--- config.mk ---
export PLATFORM = sky130hd
export DESIGN_NAME = ultra_trigger_flat
export DESIGN_NICKNAME = d
export VERILOG_FILES = /design/src/rtl/ultra_trigger_if.sv /design/src/rtl/ultra_trigger.sv /design/src/flat_wrapper.sv
export SDC_FILE = /design/constraint.sdc
export NUM_CORES = 1
export LEC_CHECK = 0
export ABC_CLOCK_PERIOD_IN_PS = 5700
export BUFFER_PORTS_ARGS = -buffer_cell sky130_fd_sc_hd__buf_4
export CAP_MARGIN = 15
export CORE_MARGIN = 5
export CORE_UTILIZATION = 50
export DETAILED_ROUTE_END_ITERATION = 7
export PLACE_DENSITY = 0.71
export SETUP_SLACK_MARGIN = 0.05
export SLEW_MARGIN = 25
export SYNTH_ARGS = -nofsm -noshare
export SYNTH_HDL_FRONTEND = slang
export SYNTH_SLANG_ARGS = --single-unit
--- constraint.sdc ---
create_clock -name clk -period 5.7 [get_ports clk]
set_clock_uncertainty 0.1 [all_clocks]
set_input_delay 1.14 -clock clk [delete_from_list [all_inputs] [get_ports clk]]
set_output_delay 1.14 -clock clk [all_outputs]
set_load 0.02 [all_outputs]
--- src/rtl/ultra_trigger_if.sv ---
// Sensor-facing bundle for the ultrasonic ranging controller.
// The slave view belongs to ultra_trigger; the master view drives enable/echo and observes results.
interface ultra_trigger_if;
  logic        enable;
  logic        echo;
  logic        trig;
  logic [19:0] contador2;
  logic        dato_valido;
  logic        timeout;
  logic        busy;

  modport master (
    output enable, echo,
    input  trig, contador2, dato_valido, timeout, busy
  );

  modport slave (
    input  enable, echo,
    output trig, contador2, dato_valido, timeout, busy
  );
endinterface

--- src/rtl/ultra_trigger.sv ---
// Periodic ultrasonic trigger generator and echo-width meter.
// Fires a TRIG_CYCLES pulse every PERIOD cycles and reports echo width or a timeout code.
module ultra_trigger #(
  parameter int unsigned TRIG_CYCLES = 500,
  parameter int unsigned ECHO_WAIT   = 50000,
  parameter int unsigned ECHO_MAX    = 1000000,
  parameter int unsigned PERIOD      = 3000000
) (
  input  logic           clk,
  input  logic           rst,
  ultra_trigger_if.slave bus
);

  typedef enum logic [2:0] {
    IDLE,
    TRIG,
    WAIT_ECHO,
    MEASURE,
    HOLDOFF
  } state_e;

  localparam logic [21:0] TRIG_LAST = 22'(TRIG_CYCLES - 1);
  localparam logic [21:0] PER_LAST  = 22'(PERIOD - 1);
  localparam logic [19:0] WAIT_LAST = 20'(ECHO_WAIT - 1);
  localparam logic [19:0] CNT_MAX   = 20'(ECHO_MAX);
  localparam logic [19:0] NO_ECHO   = '1;

  state_e      state_q, state_d;
  logic [21:0] per_q, per_d;
  logic [19:0] cnt_q, cnt_d;
  logic        armed_q, armed_d;
  logic [19:0] res_q, res_d;
  logic        to_q, to_d;
  logic        dv_q, dv_d;
  logic        echo_meta_q, echo_s_q;
  logic        echo_s;

  assign echo_s = echo_s_q;

  always_ff @(posedge clk) begin
    if (rst) begin
      state_q     <= IDLE;
      per_q       <= '0;
      cnt_q       <= '0;
      armed_q     <= 1'b0;
      res_q       <= '0;
      to_q        <= 1'b0;
      dv_q        <= 1'b0;
      echo_meta_q <= 1'b0;
      echo_s_q    <= 1'b0;
    end else begin
      state_q     <= state_d;
      per_q       <= per_d;
      cnt_q       <= cnt_d;
      armed_q     <= armed_d;
      res_q       <= res_d;
      to_q        <= to_d;
      dv_q        <= dv_d;
      echo_meta_q <= bus.echo;
      echo_s_q    <= echo_meta_q;
    end
  end

  always_comb begin
    state_d = state_q;
    per_d   = per_q;
    cnt_d   = cnt_q;
    armed_d = armed_q;
    res_d   = res_q;
    to_d    = to_q;
    dv_d    = 1'b0;

    // Period counter runs from trig rise through HOLDOFF so shots are spaced exactly PERIOD apart
    if (state_q != IDLE) begin
      per_d = per_q + 22'd1;
    end

    unique case (state_q)
      IDLE: begin
        if (bus.enable) begin
          state_d = TRIG;
          per_d   = '0;
        end
      end
      TRIG: begin
        if (per_q == TRIG_LAST) begin
          state_d = WAIT_ECHO;
          cnt_d   = '0;
          // An echo already high here is stale; require a low before accepting a rise
          armed_d = ~echo_s;
        end
      end
      WAIT_ECHO: begin
        if (armed_q && echo_s) begin
          state_d = MEASURE;
          cnt_d   = 20'd1;
        end else begin
          if (!echo_s) begin
            armed_d = 1'b1;
          end
          if (cnt_q == WAIT_LAST) begin
            state_d = HOLDOFF;
            res_d   = NO_ECHO;
            to_d    = 1'b1;
            dv_d    = 1'b1;
          end else begin
            cnt_d = cnt_q + 20'd1;
          end
        end
      end
      MEASURE: begin
        if (!echo_s) begin
          state_d = HOLDOFF;
          res_d   = cnt_q;
          to_d    = 1'b0;
          dv_d    = 1'b1;
        end else if (cnt_q >= CNT_MAX) begin
          state_d = HOLDOFF;
          res_d   = NO_ECHO;
          to_d    = 1'b1;
          dv_d    = 1'b1;
        end else begin
          cnt_d = cnt_q + 20'd1;
        end
      end
      HOLDOFF: begin
        if (per_q == PER_LAST) begin
          if (bus.enable) begin
            state_d = TRIG;
            per_d   = '0;
          end else begin
            state_d = IDLE;
          end
        end
      end
      default: state_d = IDLE;
    endcase
  end

  assign bus.trig        = (state_q == TRIG);
  assign bus.busy        = (state_q != IDLE);
  assign bus.contador2   = res_q;
  assign bus.timeout     = to_q;
  assign bus.dato_valido = dv_q;

endmodule

--- src/flat_wrapper.sv ---
// flat-port wrapper written by rule: the top's interface ports become plain ports
module ultra_trigger_flat 
#(
  parameter int unsigned TRIG_CYCLES = 500,
  parameter int unsigned ECHO_WAIT   = 50000,
  parameter int unsigned ECHO_MAX    = 1000000,
  parameter int unsigned PERIOD      = 3000000
)
  (clk, rst, bus_enable, bus_echo, bus_trig, bus_contador2, bus_dato_valido, bus_timeout, bus_busy);
  ultra_trigger_if bus_i ();
  input  logic clk;
  input  logic rst;
  input wire logic [$bits(bus_i.enable)-1:0] bus_enable;
  input wire logic [$bits(bus_i.echo)-1:0] bus_echo;
  output wire logic [$bits(bus_i.trig)-1:0] bus_trig;
  output wire logic [$bits(bus_i.contador2)-1:0] bus_contador2;
  output wire logic [$bits(bus_i.dato_valido)-1:0] bus_dato_valido;
  output wire logic [$bits(bus_i.timeout)-1:0] bus_timeout;
  output wire logic [$bits(bus_i.busy)-1:0] bus_busy;
  assign bus_i.enable = bus_enable;
  assign bus_i.echo = bus_echo;
  assign bus_trig = bus_i.trig;
  assign bus_contador2 = bus_i.contador2;
  assign bus_dato_valido = bus_i.dato_valido;
  assign bus_timeout = bus_i.timeout;
  assign bus_busy = bus_i.busy;
  ultra_trigger #(.TRIG_CYCLES(TRIG_CYCLES), .ECHO_WAIT(ECHO_WAIT), .ECHO_MAX(ECHO_MAX), .PERIOD(PERIOD)) u_core (.clk(clk), .rst(rst), .bus(bus_i));
endmodule
After elaboration in Yosys (flattened, before gate mapping)

Cells that the tools add are included.

Register bits after elaboration: 70
Input port bits: 4
Output and inout port bits: 24
Word-level logic and storage cells: 79

Add/subtract/negate cells: 2
$lt $le $gt $ge: 1
Eq/ne operators: 18
Multiplexer cells: 38
Bitwise gates (word level): 1
Reductions and logical operators: 10

Operator list:

| cell                  | count |
|---|---|
| $mux 20               | 9 |
| $mux 22               | 3 |
| $pmux 20 s3           | 1 |
| $pmux 22 s2           | 1 |
| $pmux 20 s2           | 1 |
| $add 22x1->22 const B | 1 |
| $eq 22x22->1 const B  | 1 |
| $eq 22x9->1 const B   | 1 |
| $mux 3                | 7 |
| $add 20x1->20 const B | 1 |
| $eq 20x16->1 const B  | 1 |
| $ge 20x20->1 const B  | 1 |
| $pmux 3 s5            | 1 |
| $mux 1                | 12 |
| $reduce_and 5->1      | 2 |
| $ne 2x1->1 const B    | 4 |
| $ne 2x2->1 const B    | 4 |
| $reduce_and 4->1      | 2 |
| $eq 3x2->1 const B    | 2 |
| $pmux 1 s2            | 3 |
| $reduce_bool 3->1     | 2 |
| $reduce_bool 2->1     | 2 |
| $eq 3x1->1 const B    | 1 |
| $eq 3x3->1 const B    | 1 |
| 6 further kinds       | 6 |

Logic depth before layout (Yosys ltp)

Gate-level depths: netlist of the first run.

Depth after elaboration: 5
Depth in mapped cells: 9

Least setup slack after synthesis of the first run

Ideal clock, no wire load.

Kind: register -> output
Start point: reg u_core.state_q[2]
End point: out bus_busy
Arrival time: 1,038 ps
Data required time: 4,460 ps
Setup slack: 3,422 ps
Stages on the path, launching flop included: 4
Buffers on the path: 1
Cells stage by stage: dfxtp_1 -> buf_2 -> nor3_2 -> inv_1

Cells in the longest elaborated chain, start to end: 1

Ends and longest elaborated chain:

| item                     | line                 | source |
|---|---|---|
| start: declaration       | ultra_trigger.sv:28  | `state_e state_q, state_d;` |
| start signal: assignment | ultra_trigger.sv:52  | `state_q <= state_d;` |
| $reduce_bool 3->1        | ultra_trigger.sv:141 | `assign bus.busy = (state_q != IDLE);` |
| end: declaration         | flat_wrapper.sv:19   | `output wire logic [$bits(bus_i.busy)-1:0] bus_busy;` |

No other way between the ends.

Worst setup path in the final report of the first run

Ends and elaborated chain as after synthesis.

==> results of run 1 <==
-- logic make-up (layout without fill, tap and decap cells) --
logic type,after synthesis,in the layout,share of synthesized area [%]
AO/OA/AOI/OAI,126,126,27.22
XOR/XNOR,2,2,0.5192
adder cells (fa/ha/maj),3,3,1.112
buffers and inverters,38,58,5.080
flip-flops,70,70,41.53
AND/OR/NAND/NOR,144,144,24.55
-- final cells by class --
cell class | count | share of cell area, %
multi-input combinational | 275 | 47.63
sequential | 70 | 36.82
timing repair buffer | 30 | 6.114
clock buffer | 10 | 3.353
tap | 80 | 2.630
clock inverter | 6 | 2.268
inverter | 12 | 1.183
-- routing by layer --
| metal | vias to the layer above | track usage [%] |
|---|---|---|
| li1 | 1507 | - |
| met1 | 1454 | 28.66 |
| met2 | 96 | 29.44 |
| met3 | 9 | 3.938 |
| met4 | 0 | 7.426 |
| met5 | - | 0 |
-- metrics by stage --
step,power [mW],hold WS (ns)
floorplan,0.5377,0.3138
global placement,0.5521,0.3189
detailed placement,0.5525,0.3289
CTS,0.9829,0.3506
global route,1.019,0.3737
finish,0.9729,0.3446
-- path summary, 6_finish.rpt --
path                            from               end  slack [ns]  cells past startpoint
setup / recovery   u_core.state_q[2]          bus_busy        2.76                      3
hold reg to reg   u_core.echo_meta_q     u_core.echo_s        0.34                      1
hold / removal    u_core.echo_meta_q     u_core.echo_s        0.34                      1
setup reg to reg     u_core.per_q[0]  u_core.per_q[20]        2.94                      7
-- layout by cell type (no fill, tap or decap), types with 10 or more instances in the layout --
cell,Yosys,routed
nor2_1,16,16
dfxtp_1,70,70
inv_1,12,12
and3_1,10,10
buf_4,0,29
or3_1,20,20
a21oi_1,30,29
a31oi_1,10,10
nand3_1,23,23
o21ai_0,23,23
nand2_1,25,25
o221a_2,22,22
nor3_1,11,11
-- sequential cells by signal, indices dropped and copies added, names as in the netlist --
register / count
u_core.armed_q: 1
u_core.bus.contador2: 20
u_core.bus.dato_valido: 1
u_core.bus.timeout: 1
u_core.cnt_q: 20
u_core.echo_meta_q: 1
u_core.echo_s: 1
u_core.per_q: 22
u_core.state_q: 3
-- power groups by stage --
| stage | Combinational (mW) | Clock [mW] | Sequential, mW |
|---|---|---|---|
| CTS | 0.0470 | 0.442 | 0.494 |
| detailed placement | 0.0466 | 0 | 0.506 |
| floorplan | 0.0342 | 0 | 0.504 |
| global placement | 0.0464 | 0 | 0.506 |
| finish | 0.0473 | 0.431 | 0.495 |
| global route | 0.0529 | 0.471 | 0.495 |
==> summary.md, run 1 <==
| Metric | Value |
|---|---|
| PwrDens | `around 260 nW/um2` |
| Area grow syn2layout | `12.79%` |
| Gate power share | `4.9%` |
| Mean post-synth cell area | `8.811 um2` |
| Slowest stage cell, crit path | `nor3_2` |
| Highest Signal Layer | `met4` |
| Cell count after synthesis | `around 380` |
| Count leader, synth | `dfxtp_1` |
| Worst EP arrival | `between 1.5 and 2 ns` |
| Post-synth top cells | `dfxtp_1, a21oi_1, nand2_1` |
| Clk sinks | `70` |
| Net Sw Frac | `22.81%` |
| Post-Syn Nets | `390` |
| Ports | `28` |
| Worst vdd ir | `193.2 uV` |
| CTS buffer count | `9` |
| Internal | `0.7510 mW` |
| Grt total ovfl | `0` |
| Die area | `between 8000 and 9000 um2` |
| Gpl congestion | `0.8494` |
| Synth area leader | `dfxtp_1` |
| Main area contributors after synthesis | `dfxtp_1, o221a_2, a21oi_1` |
| First-pass GRT wire length | `13.79 mm` |
| Placed cells | `466` |
| DRC violations left | `0` |
| GRT Overall Usage | `between 10% and 20%` |
| CTS tree | `yes` |
| Hold-fix buffers, CTS | `0` |
| Drt first pass iters | `5` |
| Seq pwr share | `50.8%` |
| Vias per cell | `6.348` |
| Sw Pwr | `0.2219 mW` |
| Crit-path leading delay family | `simple AND/OR/NAND/NOR gates` |
| Final HPWL DP | `5.525 mm` |
| Reg clk slew, reported paths | `0.07 ns` |
| WS Path Type | `flip-flop to primary output` |
| Vias | `roughly 3000` |
| Die Y-Extent | `92.15 um` |
| Non-filler cells, final | `483` |
| DR WL met3 | `about 460 um` |
| Finish-stage setup viols | `0` |
| CTS H-Tree Depth | `3` |
| Post-route ant nets | `0` |
| Ys async rst share | `0%` |
| Site row count | `30` |
| Final nets | `405` |
| Placement Setup Slack | `approximately 2.7 ns` |
| Area of the mapped netlist | `3374 um2` |
| Clock root cell | `clkbuf_8` |
| Final setup TNS | `0 ns` |
| Sequential Area | `1401 um2` |
| Routed len/inst | `16.75 um` |
| Multi-input logic area | `1813 um2` |
| Final hold viol count | `0` |
| Vias in the first global route | `2881` |
| Initial antenna violation count | `0` |
| Crit path launch type | `flip-flop` |
| Chip Width | `just over 90 um` |
| WL final | `8.088 mm` |
| Min Tclk post-route | `2.944 ns` |
| Cell variety after synth | `52` |
| WP buf/inv | `2` |
| Synth top area share | `between 40% and 50%` |
| WP data required | `4.46 ns` |
| Final setup margin | `2.756 ns` |
| LEAKAGE | `1.371 nW` |
| WL met1 | `about 3.9 mm` |
| Cells along the critical path | `nor3_2 -> inv_1 -> buf_4` |
| Postcts setup bufs | `0` |
| Share of cells above drive strength 1 | `19.11%` |
| Maxcap violations | `0` |
| Largest net degree at the start of global routing | `38` |
| Syn. warnings | `0` |
| Post-cts sizing count | `0` |
| Core Util, Final | `56.97%` |
| Tightest Hold Check Type | `flip-flop to flip-flop` |
| RSZ-0062 raised after global routing | `false` |
| Least-Margin Pin Slew | `0.8646 ns` |
| Port Buffers | `27` |
| Main flop type after synthesis | `dfxtp_1` |
| Critical path fanouts, max | `9` |
| Max Slew Vio Count | `0` |
| Synthesized flop and latch total | `70` |
| Met2 wire length | `3.576 mm` |
| Clock share of power | `44.3%` |
| Starting DRT DRC Count | `approximately 250` |
| Max_slew headroom | `41.83%` |
| Placement Cell Area | `around 3600 um2` |
| Final period util | `51.64%` |
| Core area | `6681 um2` |
| Max Freq | `roughly 340 MHz` |
| Later-pin clock latency in the skew report | `0.34 ns` |
| Slowest Stage Delay on Critical Path | `0.52 ns` |
| # diodes | `0` |
| Design area | `3806 um2` |
| Initial core utilization | `50.51%` |
| Post-synthesis sequential area ratio | `41.53%` |
| Run status | `finished, final reports clean` |
| Worst-case clock buffer depth | `2` |
| Crit. End Element | `primary output` |
| Fillers | `600` |
| Number of flops mapped to enable cells by yosys | `0` |
No activity file was read; power rests on OpenSTA's default activity.
==> run 2: changes to the inputs <==
--- a/config.mk
+++ b/config.mk
@@ -5,13 +5,13 @@
 export SDC_FILE = /design/constraint.sdc
 export NUM_CORES = 1
 export LEC_CHECK = 0
-export ABC_CLOCK_PERIOD_IN_PS = 5700
+export ABC_CLOCK_PERIOD_IN_PS = 2400
 export BUFFER_PORTS_ARGS = -buffer_cell sky130_fd_sc_hd__buf_4
 export CAP_MARGIN = 15
 export CORE_MARGIN = 5
 export CORE_UTILIZATION = 50
 export DETAILED_ROUTE_END_ITERATION = 7
-export PLACE_DENSITY = 0.71
+export PLACE_DENSITY = 0.73
 export SETUP_SLACK_MARGIN = 0.05
 export SLEW_MARGIN = 25
 export SYNTH_ARGS = -nofsm -noshare
==> constraint.sdc (replaced) <==
create_clock -name clk -period 2.4 [get_ports clk]
set_clock_uncertainty 0.1 [all_clocks]
set_input_delay 0.48 -clock clk [delete_from_list [all_inputs] [get_ports clk]]
set_output_delay 0.48 -clock clk [all_outputs]
set_load 0.02 [all_outputs]
==> run 2 against run 1 <==
The run now ends with negative setup slack left. Core utilization grew 9.6 points. Sequential share of layout area fell by 5.1 points. Routed wire length up 20%. Final cell count is 12% higher. Clock power rose to 2.9 times the previous value. Flip-flop and latch count unchanged. Design area is 17% higher. Sequential power increased by 140%. Via count is 13% higher. Non-clock buffer count rose by 58. Largest power group is now the clock network.
==> summary.md, run 2 (synthesis gave the netlist of run 1 again) <==
| Metric | Value |
|---|---|
| Reg with most FFs | `u_core.per_q` |
| Final HPWL DP | `5.914 mm` |
| Maxcap violations | `0` |
| Clock root cell | `clkbuf_8` |
| GRT Overall Usage | `between 20% and 30%` |
| Least-Margin Pin Slew | `between 0.8 and 0.9 ns` |
| Clk sinks | `70` |
| Critical path fanouts, max | `7` |
| WP data required | `2.57 ns` |
| Crit path launch type | `flip-flop` |
| Routed len/inst | `17.86 um` |
| Ports | `28` |
| WS Path Type | `flip-flop to flip-flop` |
| Vias | `between 3000 and 4000` |
| Share of cells above drive strength 1 | `36.36%` |
| Gpl congestion | `0.8701` |
| Placement Setup Slack | `-0.008957 ns` |
| Area grow syn2layout | `31.85%` |
| LEAKAGE | `between 1.5 and 2 nW` |
| Final setup margin | `-0.00009859 ns` |
| Tightest Hold Check Type | `primary input to flip-flop` |
| Net Sw Frac | `roughly 22%` |
| Final period util | `100.0%` |
| Seq pwr share | `between 40% and 50%` |
| Max Freq | `about 420 MHz` |
| CTS tree | `yes` |
| Worst EP arrival | `between 2 and 3 ns` |
| Final nets | `464` |
| Crit. End Element | `flip-flop` |
| CTS buffer count | `9` |
| Gate power share | `5.8%` |
| RSZ-0062 raised after global routing | `true` |
| Sw Pwr | `between 0.5 and 0.6 mW` |
| Initial core utilization | `between 50% and 60%` |
| Violated checks | `negative setup slack` |
| Finish-stage setup viols | `1` |
| Starting DRT DRC Count | `roughly 360` |
| Hold-fix buffers, CTS | `0` |
| Most common cell after layout, fill and taps aside | `buf_4` |
| Drt first pass iters | `5` |
| Internal | `between 2 and 2.5 mW` |
| Chip Width | `approximately 92 um` |
| Reg clk slew, reported paths | `0.07 ns` |
| Initial antenna violation count | `0` |
| Max_slew headroom | `42.44%` |
| First-pass GRT wire length | `14.59 mm` |
| Grt total ovfl | `0` |
| Leading cell types in the layout, fill and taps excluded | `buf_4, dfxtp_1, a21oi_1` |
| Max Slew Vio Count | `0` |
| Vias per cell | `between 6 and 7` |
| # diodes | `0` |
| Worst vdd ir | `358.6 uV` |
| Die area | `8492 um2` |
| Min Tclk post-route | `2.400 ns` |
| Core area | `6681 um2` |
| Post-route ant nets | `0` |
| Die Y-Extent | `92.15 um` |
| Site row count | `30` |
| Worst-case clock buffer depth | `2` |
| Later-pin clock latency in the skew report | `0.34 ns` |
| Port Buffers | `27` |
| Vias in the first global route | `~3000` |
| CTS H-Tree Depth | `3` |
| Run status | `finished with violations` |
| DRC violations left | `0` |
| PwrDens | `577.4 nW/um2` |
| Largest net degree at the start of global routing | `26` |
| Final hold viol count | `0` |
| Core Util, Final | `66.59%` |
| Clock share of power | `48.5%` |
| Flip-flop count of the largest register after layout | `22` |
| WL final | `around 9.7 mm` |
==> run 2: path summary, 6_finish.rpt <==
kind	from	to	slack (ns)	cells past startpoint
worst min-delay path	bus_echo	u_core.echo_meta_q	0.25	2
worst max register to register	u_core.per_q[6]	u_core.state_q[0]	-0.0001	6
worst max-delay path	u_core.per_q[6]	u_core.state_q[0]	-0.0001	6
worst min register to register	u_core.echo_meta_q	u_core.echo_s	0.35	1
==> run 2: area by class of cell <==
class,instances,area [um2]
Clock buffer,10,127.6
Clock inverter,6,133.9
Fill cell,516,2232
Inverter,12,45.04
Multi-Input combinational cell,276,1956
Sequential cell,70,1411
Tap cell,80,100.1
Timing Repair Buffer,88,675.6
==> run 2: per-stage QoR <==
step                total power, mW  cell area [um2]  std cells  hold slack, ns  setup TNS [ns]
floorplan                     1.277             3374        383          0.3138               0
global placement              1.325             3913        510          0.3163               0
detailed placement            1.325             3913        510          0.3341       -0.008957
CTS                           2.559             4275        537          0.2574               0
global route                  2.658             4449        542          0.2724         -0.2002
finish                        2.569             4449        542          0.2548     -0.00009859
==> run 2: worst max-delay path, stage by stage (launching register included) <==
cell and delay [ns]:
dfxtp_2 0.35, or4bb_4 0.58, nor4_4 0.32, nand2_1 0.12, o21a_1 0.24, or3b_1 0.44
a21oi_2 0.18
==> run 2: power by group through the flow <==
stage,Sequential (mW),Clock [mW],Combinational (mW)
floorplan,1.20,0,0.0812
global placement,1.20,0,0.126
detailed placement,1.20,0,0.127
CTS,1.17,1.26,0.129
global route,1.17,1.32,0.160
finish,1.17,1.25,0.150
==> run 2: routing by layer <==
| metal | GRT usage (%) | vias up | share of wire [%] |
|---|---|---|---|
| met4 | 9.406 | 0 | 3.5 |
| met3 | 3.692 | 30 | 6.2 |
| met2 | 33.09 | 135 | 47 |
| met5 | 0 | - | 0 |
| met1 | 28.76 | 1684 | 43 |
| li1 | - | 1628 | - |
==> run 2: timing repair <==
action	in CTS	in global routing
buffers inserted	10	5
cloned	1	2
pin swaps	4	14
gates resized for setup	5	36
endpoints found under the setup margin	2	63
==> run 3: changes to the inputs <==
--- a/config.mk
+++ b/config.mk
@@ -11,7 +11,7 @@
 export CORE_MARGIN = 5
 export CORE_UTILIZATION = 50
 export DETAILED_ROUTE_END_ITERATION = 7
-export PLACE_DENSITY = 0.73
+export PLACE_DENSITY = 0.71
 export SETUP_SLACK_MARGIN = 0.05
 export SLEW_MARGIN = 25
 export SYNTH_ARGS = -nofsm -noshare
==> run 3 against run 2 <==
Combinational power shrank 11%. Sequential share of layout area grew 1.1 points. Worst hold slack lost 0.0044 ns. The flow now finishes without violations. Flip-flop and latch count is the same. Largest cell class unchanged. Non-clock buffer count shrank 12. Fmax grew 1.9%. Largest power group is now registers. Die area is the same. Critical path depth grew 1. Sequential power is essentially flat.
==> summary.md, run 3 (synthesis gave the netlist of run 1 again) <==
| Metric | Value |
|---|---|
| Least-Margin Pin Slew | `around 0.80 ns` |
| Drt first pass iters | `5` |
| Final nets | `451` |
| Non-filler cells, final | `529` |
| Die Y-Extent | `92.15 um` |
| Crit. End Element | `flip-flop` |
| Hold Path End | `u_core.echo_meta_q` |
| Leading cell types in the layout, fill and taps excluded | `buf_4, dfxtp_1, a21oi_1` |
| M3 GR Usage | `3.527%` |
| Vias | `3279` |
| PwrDens | `547.8 nW/um2` |
| # diodes | `0` |
| Maxcap violations | `0` |
| Met1 GRT Util | `between 20% and 30%` |
| Global Route met2 Usage | `28.53%` |
| WL final | `8.757 mm` |
| Hold-fix buffers, CTS | `0` |
| RSZ-0062 raised after global routing | `true` |
| Internal | `1.795 mW` |
| Max Freq | `approximately 420 MHz` |
| Port Buffers | `27` |
| Sw Pwr | `0.5483 mW` |
| Later-pin clock latency in the skew report | `0.35 ns` |
| HP Start | `bus_echo` |
| CTS tree | `yes` |
| Worst vdd ir | `462.4 uV` |
| Seq pwr share | `50.0%` |
| Most common cell after layout, fill and taps aside | `buf_4` |
| Max_slew headroom | `46.47%` |
| Share of cells above drive strength 1 | `31.85%` |
| Placed cells | `between 500 and 600` |
| Final HPWL DP | `roughly 5.9 mm` |
| LEAKAGE | `1.620 nW` |
| Area grow syn2layout | `26.77%` |
| Max Slew Vio Count | `0` |
| WHS Path Cells | `2` |
| Clk sinks | `70` |
| Core area | `6681 um2` |
| Min Tclk post-route | `2.356 ns` |
| Reg-to-Reg Start | `u_core.per_q[19]` |
| Post-route ant nets | `0` |
| R2R Path End | `u_core.cnt_q[19]` |
| Clock share of power | `44.3%` |
| Reg2reg setup slack | `about 0.044 ns` |
| Reg clk slew, reported paths | `around 0.08 ns` |
| Routed len/inst | `16.55 um` |
| Clock root cell | `clkbuf_8` |
| Final hold viol count | `0` |
| Hold WS | `0.2504 ns` |
| Vias in the first global route | `2814` |
| Finish-stage setup viols | `0` |
| Gate power share | `5.7%` |
| Initial antenna violation count | `0` |
| Run status | `finished, final reports clean` |
| Worst-case clock buffer depth | `2` |
| Starting DRT DRC Count | `about 280` |
| Net Sw Frac | `23.40%` |
| Ports | `28` |
| Critical path fanouts, max | `8` |
| DRC violations left | `0` |
| R2R depth | `7` |
| WP data required | `2.59 ns` |
| Initial core utilization | `approximately half` |
| Vias per cell | `just over 6` |
| Largest net degree at the start of global routing | `26` |
| Flip-flop count of the largest register after layout | `22` |
| Tightest Hold Check Type | `primary input to flip-flop` |
| CTS H-Tree Depth | `3` |
| Worst EP arrival | `2.55 ns` |
| First-pass GRT wire length | `13.54 mm` |
| Chip Width | `92.15 um` |
| CTS buffer count | `9` |
| Crit path launch type | `flip-flop` |
| Grt total ovfl | `0` |
| Gpl congestion | `roughly 0.84` |
| Site row count | `30` |
| Final period util | `98.16%` |
| Reg with most FFs | `u_core.per_q` |
| WS Path Type | `flip-flop to flip-flop` |
| Die area | `8492 um2` |
| GRT Overall Usage | `19.77%` |
| Gr busiest metal | `met1` |
[run 3: changes by cell type in the layout (fill, tap and decap cells not counted), sizes merged]
cell	previous run	this run
buf	88	76
bufinv	4	2
a211o	2	1
clkinv	2	3
clkinvlp	0	1
[run 3: through the flow]
stage | area [um2] | utilization [%] | worst slack [ns] | TNS (ns) | total power [mW]
after floorplan | 3374 | - | 0.1434 | 0 | 1.277
after global placement | 3895 | 58.30 | 0.03024 | 0 | 1.326
after detailed placement | 3895 | 58.30 | -0.004662 | -0.01130 | 1.328
after CTS | 4150 | 62.12 | -0.0004463 | -0.0004463 | 2.353
after global routing | 4278 | 64.03 | -0.03282 | -0.08008 | 2.415
final | 4278 | 64.03 | 0.04421 | 0 | 2.343
[run 3: final cells by class]
type | instances | area, um2
fill | 555 | 2404
timing repair buffer | 76 | 599.3
sequential | 70 | 1403
tap | 80 | 100.1
clock inverter | 6 | 86.33
clock buffer | 10 | 127.6
multi-input combinational | 275 | 1917
inverter | 12 | 45.04
[run 3: critical path, stage by stage, from the launching register on]
cell,delay (ns)
dfxtp_1,0.31
or4_4,0.54
nor4b_4,0.24
and4_4,0.29
a211oi_4,0.07
buf_12,0.16
or4_4,0.47
a21oi_2,0.12
[run 3: timing repair]
action | in CTS | in global routing
setup buffers | 3 | 3
pin swaps | 3 | 6
cloned | 0 | 1
endpoints found under the setup margin | 13 | 35
resized for setup | 3 | 23
[run 3: power groups by stage]
| stage | clock (mW) | sequential (mW) | combinational (mW) |
|---|---|---|---|
| 6_report | 1.04 | 1.17 | 0.133 |
| 5_1_grt | 1.10 | 1.17 | 0.143 |
| 4_1_cts | 1.05 | 1.17 | 0.130 |
| 3_5_place_dp | 0 | 1.20 | 0.129 |
| 3_3_place_gp | 0 | 1.20 | 0.127 |
| 2_1_floorplan | 0 | 1.20 | 0.0812 |
[run 3: worst max-delay path by stage]
stage / cells after the start / endpoint / start / slack [ns]
after floorplan: 9 / u_core.cnt_q[15] / u_core.cnt_q[0] / 0.14
after global placement: 7 / u_core.cnt_q[0] / u_core.cnt_q[18] / 0.03
after detailed placement: 7 / u_core.cnt_q[7] / u_core.cnt_q[18] / -0.005
after CTS: 7 / u_core.cnt_q[19] / u_core.per_q[19] / -0.0004
after global routing: 8 / u_core.cnt_q[18] / u_core.cnt_q[10] / -0.03
final: 7 / u_core.cnt_q[19] / u_core.per_q[19] / 0.04
[run 3: layer usage]
| metal | part of all wire [%] | up-vias |
|---|---|---|
| met5 | 0 | - |
| met4 | 1.8 | 0 |
| met3 | 6.6 | 13 |
| met2 | 44 | 108 |
| met1 | 47 | 1559 |
| li1 | - | 1599 |
